**src/rtl/multicycle_ctrl.sv**
```systemverilog
// multicycle_ctrl: FETCH/DECODE/EXEC/MEM/WB control FSM for the 16-bit multicycle RISC core
module multicycle_ctrl #(
  parameter int OPW  = 4,
  parameter int ST_W = 3
) (
  input  logic            clk,
  input  logic            rst_n,
  input  logic [OPW-1:0]  opcode,
  input  logic            alu_zero,
  input  logic            mem_ready,
  output logic [1:0]      pc_src_sel,
  output logic [1:0]      alu_b_sel,
  output logic [1:0]      wb_sel,
  output logic [1:0]      alu_op,
  output logic            reg_dst_r7,
  output logic            pc_we,
  output logic            ir_we,
  output logic            reg_we,
  output logic            mem_rd,
  output logic            mem_wr,
  output logic            illegal_op,
  output logic [ST_W-1:0] state
);
  typedef enum logic [ST_W-1:0] {S_IDLE, S_FETCH, S_DECODE, S_EXEC, S_MEM, S_WB} state_t;
  localparam logic [OPW-1:0] OP_SUB  = OPW'(1);
  localparam logic [OPW-1:0] OP_AND  = OPW'(2);
  localparam logic [OPW-1:0] OP_ADDI = OPW'(3);
  localparam logic [OPW-1:0] OP_LW   = OPW'(4);
  localparam logic [OPW-1:0] OP_SW   = OPW'(5);
  localparam logic [OPW-1:0] OP_BEQ  = OPW'(6);
  localparam logic [OPW-1:0] OP_BNE  = OPW'(7);
  localparam logic [OPW-1:0] OP_JMP  = OPW'(8);
  localparam logic [OPW-1:0] OP_CALL = OPW'(9);
  localparam logic [OPW-1:0] OP_RET  = OPW'(10);
  state_t st, nxt;
  logic [OPW-1:0] op_q;
  logic is_alu, is_imm, is_br, is_call, is_ret, is_jmp, is_lw;
  assign state   = st;
  assign is_alu  = op_q < OP_ADDI;
  assign is_imm  = op_q == OP_ADDI || op_q == OP_LW || op_q == OP_SW;
  assign is_br   = op_q == OP_BEQ || op_q == OP_BNE;
  assign is_jmp  = op_q == OP_JMP;
  assign is_call = op_q == OP_CALL;
  assign is_ret  = op_q == OP_RET;
  assign is_lw   = op_q == OP_LW;
  // IR is written on the FETCH->DECODE edge, so the opcode is captured while in DECODE
  always_ff @(posedge clk or negedge rst_n) begin
    if (!rst_n) begin
      st   <= S_IDLE;
      op_q <= '0;
    end else begin
      st <= nxt;
      if (st == S_DECODE) op_q <= opcode;
    end
  end
  always_comb begin
    nxt        = S_IDLE;
    pc_src_sel = 2'b00;
    alu_b_sel  = 2'b00;
    wb_sel     = 2'b00;
    alu_op     = 2'b00;
    reg_dst_r7 = 1'b0;
    pc_we      = 1'b0;
    ir_we      = 1'b0;
    reg_we     = 1'b0;
    mem_rd     = 1'b0;
    mem_wr     = 1'b0;
    illegal_op = 1'b0;
    case (st)
      S_IDLE: nxt = S_FETCH;
      S_FETCH: begin
        mem_rd = 1'b1;
        ir_we  = mem_ready;
        pc_we  = mem_ready;
        nxt    = mem_ready ? S_DECODE : S_FETCH;
      end
      S_DECODE: begin
        illegal_op = opcode > OP_RET;
        nxt        = illegal_op ? S_FETCH : S_EXEC;
      end
      S_EXEC: begin
        alu_b_sel  = is_imm ? 2'b01 : 2'b00;
        alu_op     = (op_q == OP_SUB || is_br) ? 2'b01 : op_q == OP_AND ? 2'b10 : 2'b00;
        pc_src_sel = is_br ? 2'b01 : (is_jmp || is_call) ? 2'b10 : is_ret ? 2'b11 : 2'b00;
        pc_we      = is_br ? (alu_zero ^ (op_q == OP_BNE)) : (is_jmp || is_call || is_ret);
        reg_we     = is_call;
        wb_sel     = is_call ? 2'b10 : 2'b00;
        reg_dst_r7 = is_call;
        nxt        = (is_alu || op_q == OP_ADDI) ? S_WB : (is_lw || op_q == OP_SW) ? S_MEM : S_FETCH;
      end
      S_MEM: begin
        mem_rd = is_lw;
        mem_wr = !is_lw;
        nxt    = !mem_ready ? S_MEM : is_lw ? S_WB : S_FETCH;
      end
      S_WB: begin
        reg_we = 1'b1;
        wb_sel = is_lw ? 2'b01 : 2'b00;
        nxt    = S_FETCH;
      end
      default: nxt = S_IDLE;
    endcase
  end
endmodule

```
**config.mk**
```make
export PLATFORM = sky130hd
export DESIGN_NAME = multicycle_ctrl
export DESIGN_NICKNAME = d
export VERILOG_FILES = /design/src/rtl/multicycle_ctrl.sv
export SDC_FILE = /design/constraint.sdc
export NUM_CORES = 1
export LEC_CHECK = 0
export ABC_AREA = 1
export CAP_MARGIN = 25
export CORE_AREA = 2 2 39 41
export DETAILED_ROUTE_END_ITERATION = 8
export DIE_AREA = 0 0 41 43
export DONT_BUFFER_PORTS = 1
export PLACE_DENSITY_LB_ADDON = 0.3
export SYNTH_ARGS = -nofsm -noshare
export SYNTH_HDL_FRONTEND = slang
export SYNTH_SLANG_ARGS = --single-unit
```
**constraint.sdc**
```tcl
create_clock -name clk -period 1.2 [get_ports clk]
set_input_delay 0.18 -clock clk [delete_from_list [all_inputs] [get_ports clk]]
set_output_delay 0.18 -clock clk [all_outputs]
set_load 0.01 [all_outputs]
```
==> results of run 1 <==
## where the power goes
part           internal, W  switching [W]  total [W]  leakage, nW
clock             0.000127      0.0000832   0.000210       0.0150
combinational     0.000776        0.00102    0.00179        0.341
sequential        0.000359       0.000169   0.000528       0.0835
total              0.00126        0.00127    0.00253        0.439
## critical path, stage by stage, from the launching register on
cell     delay [ns]
dfrtp_1        0.40
inv_2          0.13
nand2_4        0.09
nor2_2         0.16
nor3_1         0.07
buf_4          0.14
## stage by stage
stage	area (um2)	power [W]	worst slack, ns	setup TNS, ns
after global placement	657	0.00154	0.0315	0
after global routing	943	0.00272	-0.287	-3.38
after CTS	851	0.00222	-0.166	-1.92
after floorplan	547	0.00115	0.00134	0
after detailed placement	657	0.00156	0.0139	0
final	943	0.00253	-0.204	-2.34
## cell type report
cell class / instances / area, um2
clock buffer: 4 / 26.3
tap: 16 / 20.0
inverter: 16 / 70.1
sequential: 7 / 179
timing repair buffer: 23 / 190
multi-input combinational: 65 / 458
fill: 106 / 440
## placed cells by master, fill, tap and decap left out, types with 4 or more instances in the layout
cell,instances
inv_2,9
nand3_1,8
inv_1,5
nand2_2,8
buf_6,4
buf_4,18
dfrtp_1,4
nor2_4,9
nand2_1,17
## per-layer routing
layer,GRT usage,routed length (um),vias to the layer above
met5,0,0,-
li1,-,-,329
met3,0.0471,118,6
met4,0.173,61,0
met2,0.322,916,28
met1,0.203,602,290
## sequential cells by signal, summed over array words and instances (netlist names)
register  count
op_q          4
state         3
## cells by family after synthesis
group,synth area share
simple gates,0.442
other cells,0.00691
flops,0.323
compound gates,0.0898
buf+inv,0.138
## synthesized netlist by cell type, drive strengths merged
cell / count / area (um2)
a21oi: 4 / 20.0
nand2: 27 / 104
nand3: 11 / 60.1
nor3: 2 / 10.0
dfrtp: 7 / 175
conb: 1 / 3.75
buf: 2 / 15.0
inv: 16 / 60.1
o21ai: 5 / 28.8
nor2: 15 / 66.3
## worst min-delay path by stage
stage	end	slack, ns
finish	op_q[1]	0.05
global route	op_q[1]	0.05
CTS	op_q[0]	0.05
detailed placement	op_q[0]	-0.12
global placement	op_q[1]	-0.12
floorplan	op_q[0]	-0.12
## what timing repair did
action | in CTS | in global routing
endpoints found under the hold margin | 7 | 0
hold buffers | 1 | 0
buffers inserted | 7 | 1
resized for setup | 36 | 23
pin swaps | 11 | 4
endpoints found under the setup margin | 14 | 20
==> results.tsv, run 1 <==
metric	value	unit
via count normalized by instance count	4.98	
ratio of total power to cell area	2680	nW/um2
Inst Count DP	118	
clock tree from TritonCTS	built	
detail-routed net length per standard cell	13.0	um
setup repair after global routing missed its margin	yes	
Setup crit start kind	register	
number of nets with antenna violations after detailed routing	0	
HPWL reported at the end of detailed placement	1.06	mm
Top-Level Pins	26	
via count of the first global-routing pass	582	
top fanout value on the critical path	4	
later-pin clock latency in the skew report	0.25	ns
Tmin final	1.40	ns
worst hold path stage count	2	
number of I/O port buffers	0	
final weighted congestion of routability-driven global placement	0.758	
antenna violations before repair	0	
buffer depth of the longest clock path	2	
fin util	0.682	
final-report setup violation count	15	
Reg-to-Reg End	state[1]	
Max rail drop VDD	1.62	mV
non-filler instance count after layout	131	
Post-Route Skew	0.00111	ns
number of nets in the layout	124	
global-route usage over all layers	0.202	
# diodes	0	
beginning of the critical path	op_q[3]	
failing checks	negative setup slack	
synthesized instance count	90	
length in cells of the worst reg-to-reg path	6	
count of max-cap constraint violations	0	
maximum level of the CTS H-tree	1	
class of the worst hold path	primary input to register	
data required time of the worst path	1.02	ns
relative area change from synthesis to final layout	73.7	%
kind of critical path	register to output pin	
initial drt markers	8	
clock tree sinks	7	
count of state elements after synthesis	7	
final worst slack	-0.204	ns
largest net degree at the start of global routing	8	
crit end category	output pin	
ratio of final minimum period to clock period	1.17	
sequential cell area fraction in the yosys report	0.323	
overall die width	41	um
Max Transition Viols Final	0	
Reg2Reg Setup Slack	-0.02	ns
Remaining DRCs	0	
cell area after synthesis	543	um2
effective utilization at floorplan	0.392	
total detailed-routing wirelength	1.70	mm
overall die height	43	um
DRT Pass-1 Iters	4	
floorplan row count	14	
capture point of the worst path	mem_wr	
static power due to leakage	0.439	nW
Overflow after GRT	0	
number of endpoints with negative hold slack in the final report	0	
Hold Startpoint	opcode[1]	
detailed-route via count	653	
R2R Path Start	state[1]	
run status	finished with violations	
worst hold slack across all endpoints	0.0479	ns
data arrival time of the critical path	1.22	ns
net count after synthesis	98	
number of unique standard cell types used by synthesis	17	
root buf cell	clkbuf_4	
placeable core area	1380	um2
synth warn	0	
share of post-route cells with drive strength above 1	0.609	
Reg clk slew, reported paths	0.05	ns
first-pass GRT wire length	2.31	mm
upper clock frequency limit	0.712	GHz
average footprint of a synthesized cell	6.03	um2
number of buffers inserted during clock tree synthesis	3	
die outline area	1760	um2
Note: power is estimated with default switching activity, not from simulation.
==> run 2: changes to the inputs <==
==> constraint.sdc (replaced) <==
create_clock -name clk -period 1.45 [get_ports clk]
set_input_delay 0.2175 -clock clk [delete_from_list [all_inputs] [get_ports clk]]
set_output_delay 0.2175 -clock clk [all_outputs]
set_load 0.01 [all_outputs]
==> run 2 against run 1 <==
Against the previous run: the run still ends with negative setup slack left; flip-flop and latch count unchanged; sequential power fell by 11%; first-iteration DRC count fell by 13%; total power shrank 42%; wire length fell by 23%; worst hold slack gained 0.046 ns; combinational power fell by 53%; worst setup slack gained 0.18 ns; count of clock-buffer cells in the layout is the same; via count down 16%.
==> results.tsv, run 2 (synthesis gave the netlist of run 1 again) <==
metric	value	unit	change
overall die height	43	um	unchanged
kind of critical path	register to output pin		unchanged
number of endpoints with negative hold slack in the final report	0		unchanged
count of max-cap constraint violations	0		unchanged
share of post-route cells with drive strength above 1	0.423		was 0.609
crit end category	output pin		unchanged
class of the worst hold path	primary input to register		unchanged
detail-routed net length per standard cell	11.6	um	was 13.0 um
initial drt markers	7		was 8
commonest non-fill, non-tap cells in the layout	nand2_1 (23), inv_1 (9), nand3_1 (8), nor2_1 (6)		was buf_4 (18), nand2_1 (17), inv_2 (9), nor2_4 (9)
number of I/O port buffers	0		unchanged
ratio of final minimum period to clock period	1.02		
clock tree sinks	7		unchanged
later-pin clock latency in the skew report	0.25	ns	about the same
final weighted congestion of routability-driven global placement	0.787		was 0.758
Reg clk slew, reported paths	0.05	ns	about the same
data required time of the worst path	1.23	ns	was 1.02 ns
# diodes	0		unchanged
number of buffers inserted during clock tree synthesis	3		unchanged
total detailed-routing wirelength	1.31	mm	was 1.70 mm
failing checks	negative setup slack		unchanged
buffer depth of the longest clock path	2		unchanged
Post-Route Skew	0.00361	ns	was 0.00111 ns
via count of the first global-routing pass	487		was 582
placeable core area	1380	um2	unchanged
Reg2Reg Setup Slack	0.31	ns	was -0.02 ns
Tmin final	1.48	ns	
total area of multi-input combinational cells	377	um2	was 458 um2
detailed-route via count	549		was 653
Design Area, Final	713	um2	was 943 um2
filler cell count in the final layout	146		was 106
maximum level of the CTS H-tree	1		unchanged
DRT Pass-1 Iters	4		unchanged
area post-placement	571	um2	was 657 um2
overall die width	41	um	unchanged
floorplan row count	14		unchanged
root buf cell	clkbuf_4		unchanged
Reg area	181	um2	was 179 um2
final-report setup violation count	5		was 15
final worst slack	-0.0250	ns	was -0.204 ns
Max Transition Viols Final	0		unchanged
HPWL reported at the end of detailed placement	1.04	mm	was 1.06 mm
Overflow after GRT	0		unchanged
upper clock frequency limit	0.678	GHz	
ratio of total power to cell area	2070	nW/um2	was 2680 nW/um2
Top-Level Pins	26		unchanged
relative area change from synthesis to final layout	31.3	%	was 73.7%
fin util	0.515		was 0.682
antenna violations before repair	0		unchanged
effective utilization at floorplan	0.392		unchanged
number of nets in the layout	106		was 124
clock tree from TritonCTS	built		unchanged
number of flip-flops in the largest register	4		unchanged
Max rail drop VDD	0.725	mV	was 1.62 mV
static power due to leakage	0.337	nW	was 0.439 nW
data arrival time of the critical path	1.26	ns	was 1.22 ns
non-filler instance count after layout	113		was 131
Remaining DRCs	0		unchanged
leading cell type in the layout, fill and taps excluded	nand2_1		was buf_4
first-pass GRT wire length	1.97	mm	was 2.31 mm
Inst Count DP	107		was 118
top fanout value on the critical path	6		was 4
length in cells of the worst reg-to-reg path	5		was 6
via count normalized by instance count	4.86		was 4.98
register name with the most flops	op_q		unchanged
largest net degree at the start of global routing	8		unchanged
die outline area	1760	um2	unchanged
worst hold path stage count	2		unchanged
setup repair after global routing missed its margin	yes		unchanged
global-route usage over all layers	0.162		was 0.202
Setup crit start kind	register		unchanged
number of nets with antenna violations after detailed routing	0		unchanged
run status	finished with violations		unchanged
==> run 2: where the power goes <==
group | switching (W) | internal [W]
registers | 0.000167 | 0.000302
logic | 0.000576 | 0.000260
clock network | 0.0000691 | 0.000105
total | 0.000812 | 0.000667
==> run 2: layer usage <==
metal,track usage,share of wire
met1,0.212,0.42
met2,0.250,0.51
met3,0.0366,0.064
met4,0.0600,0
met5,0,0
==> run 2: final timing paths <==
path / start / end
max: state[1] / wb_sel[1]
min: opcode[1] / op_q[1]
max reg2reg: state[2] / op_q[3]
min reg2reg: op_q[2] / op_q[2]
max in group asynchronous: rst_n / state[2]
min in group asynchronous: rst_n / op_q[3]
==> run 2: area by class of cell <==
cell class,instances,area share
clock buffers,4,0.0368
inverters,16,0.0912
repair buffers,5,0.0614
multi-input cells,65,0.528
well taps,16,0.0281
flip-flops and latches,7,0.254
==> run 2: timing repair <==
item / CTS / global route
resized for setup: 16 / 18
hold buffers: 1 / 0
setup endpoints to repair: 14 / 14
buffers inserted: 0 / 1
pin swaps: 5 / 5
hold endpoints to repair: 7 / 0
==> run 2: critical path, stage by stage (launching register included) <==
cell and delay (ns):
dfrtp_2 0.46, nand2_2 0.09, nor2_4 0.18, inv_4 0.08, nor2_4 0.08, buf_6 0.11
==> run 2: through the flow <==
stage | setup slack, ns | setup TNS (ns) | hold WS [ns] | total power, W
6_report | -0.0250 | -0.102 | 0.0942 | 0.00148
5_1_grt | -0.110 | -0.934 | 0.108 | 0.00162
4_1_cts | -0.0522 | -0.166 | 0.0917 | 0.00135
3_5_place_dp | 0.123 | 0 | -0.0779 | 0.00108
3_3_place_gp | 0.136 | 0 | -0.0779 | 0.00107
2_1_floorplan | 0.111 | 0 | -0.0781 | 0.000943
==> run 3: changes to the inputs <==
--- a/config.mk
+++ b/config.mk
@@ -8,6 +8,7 @@
 export ABC_AREA = 1
 export CAP_MARGIN = 25
 export CORE_AREA = 2 2 39 41
+export CTS_CLUSTER_DIAMETER = 50
 export DETAILED_ROUTE_END_ITERATION = 8
 export DIE_AREA = 0 0 41 43
 export DONT_BUFFER_PORTS = 1
==> results of run 3 <==
No change in the layout: final DEF, timing and power equal those of run 2.
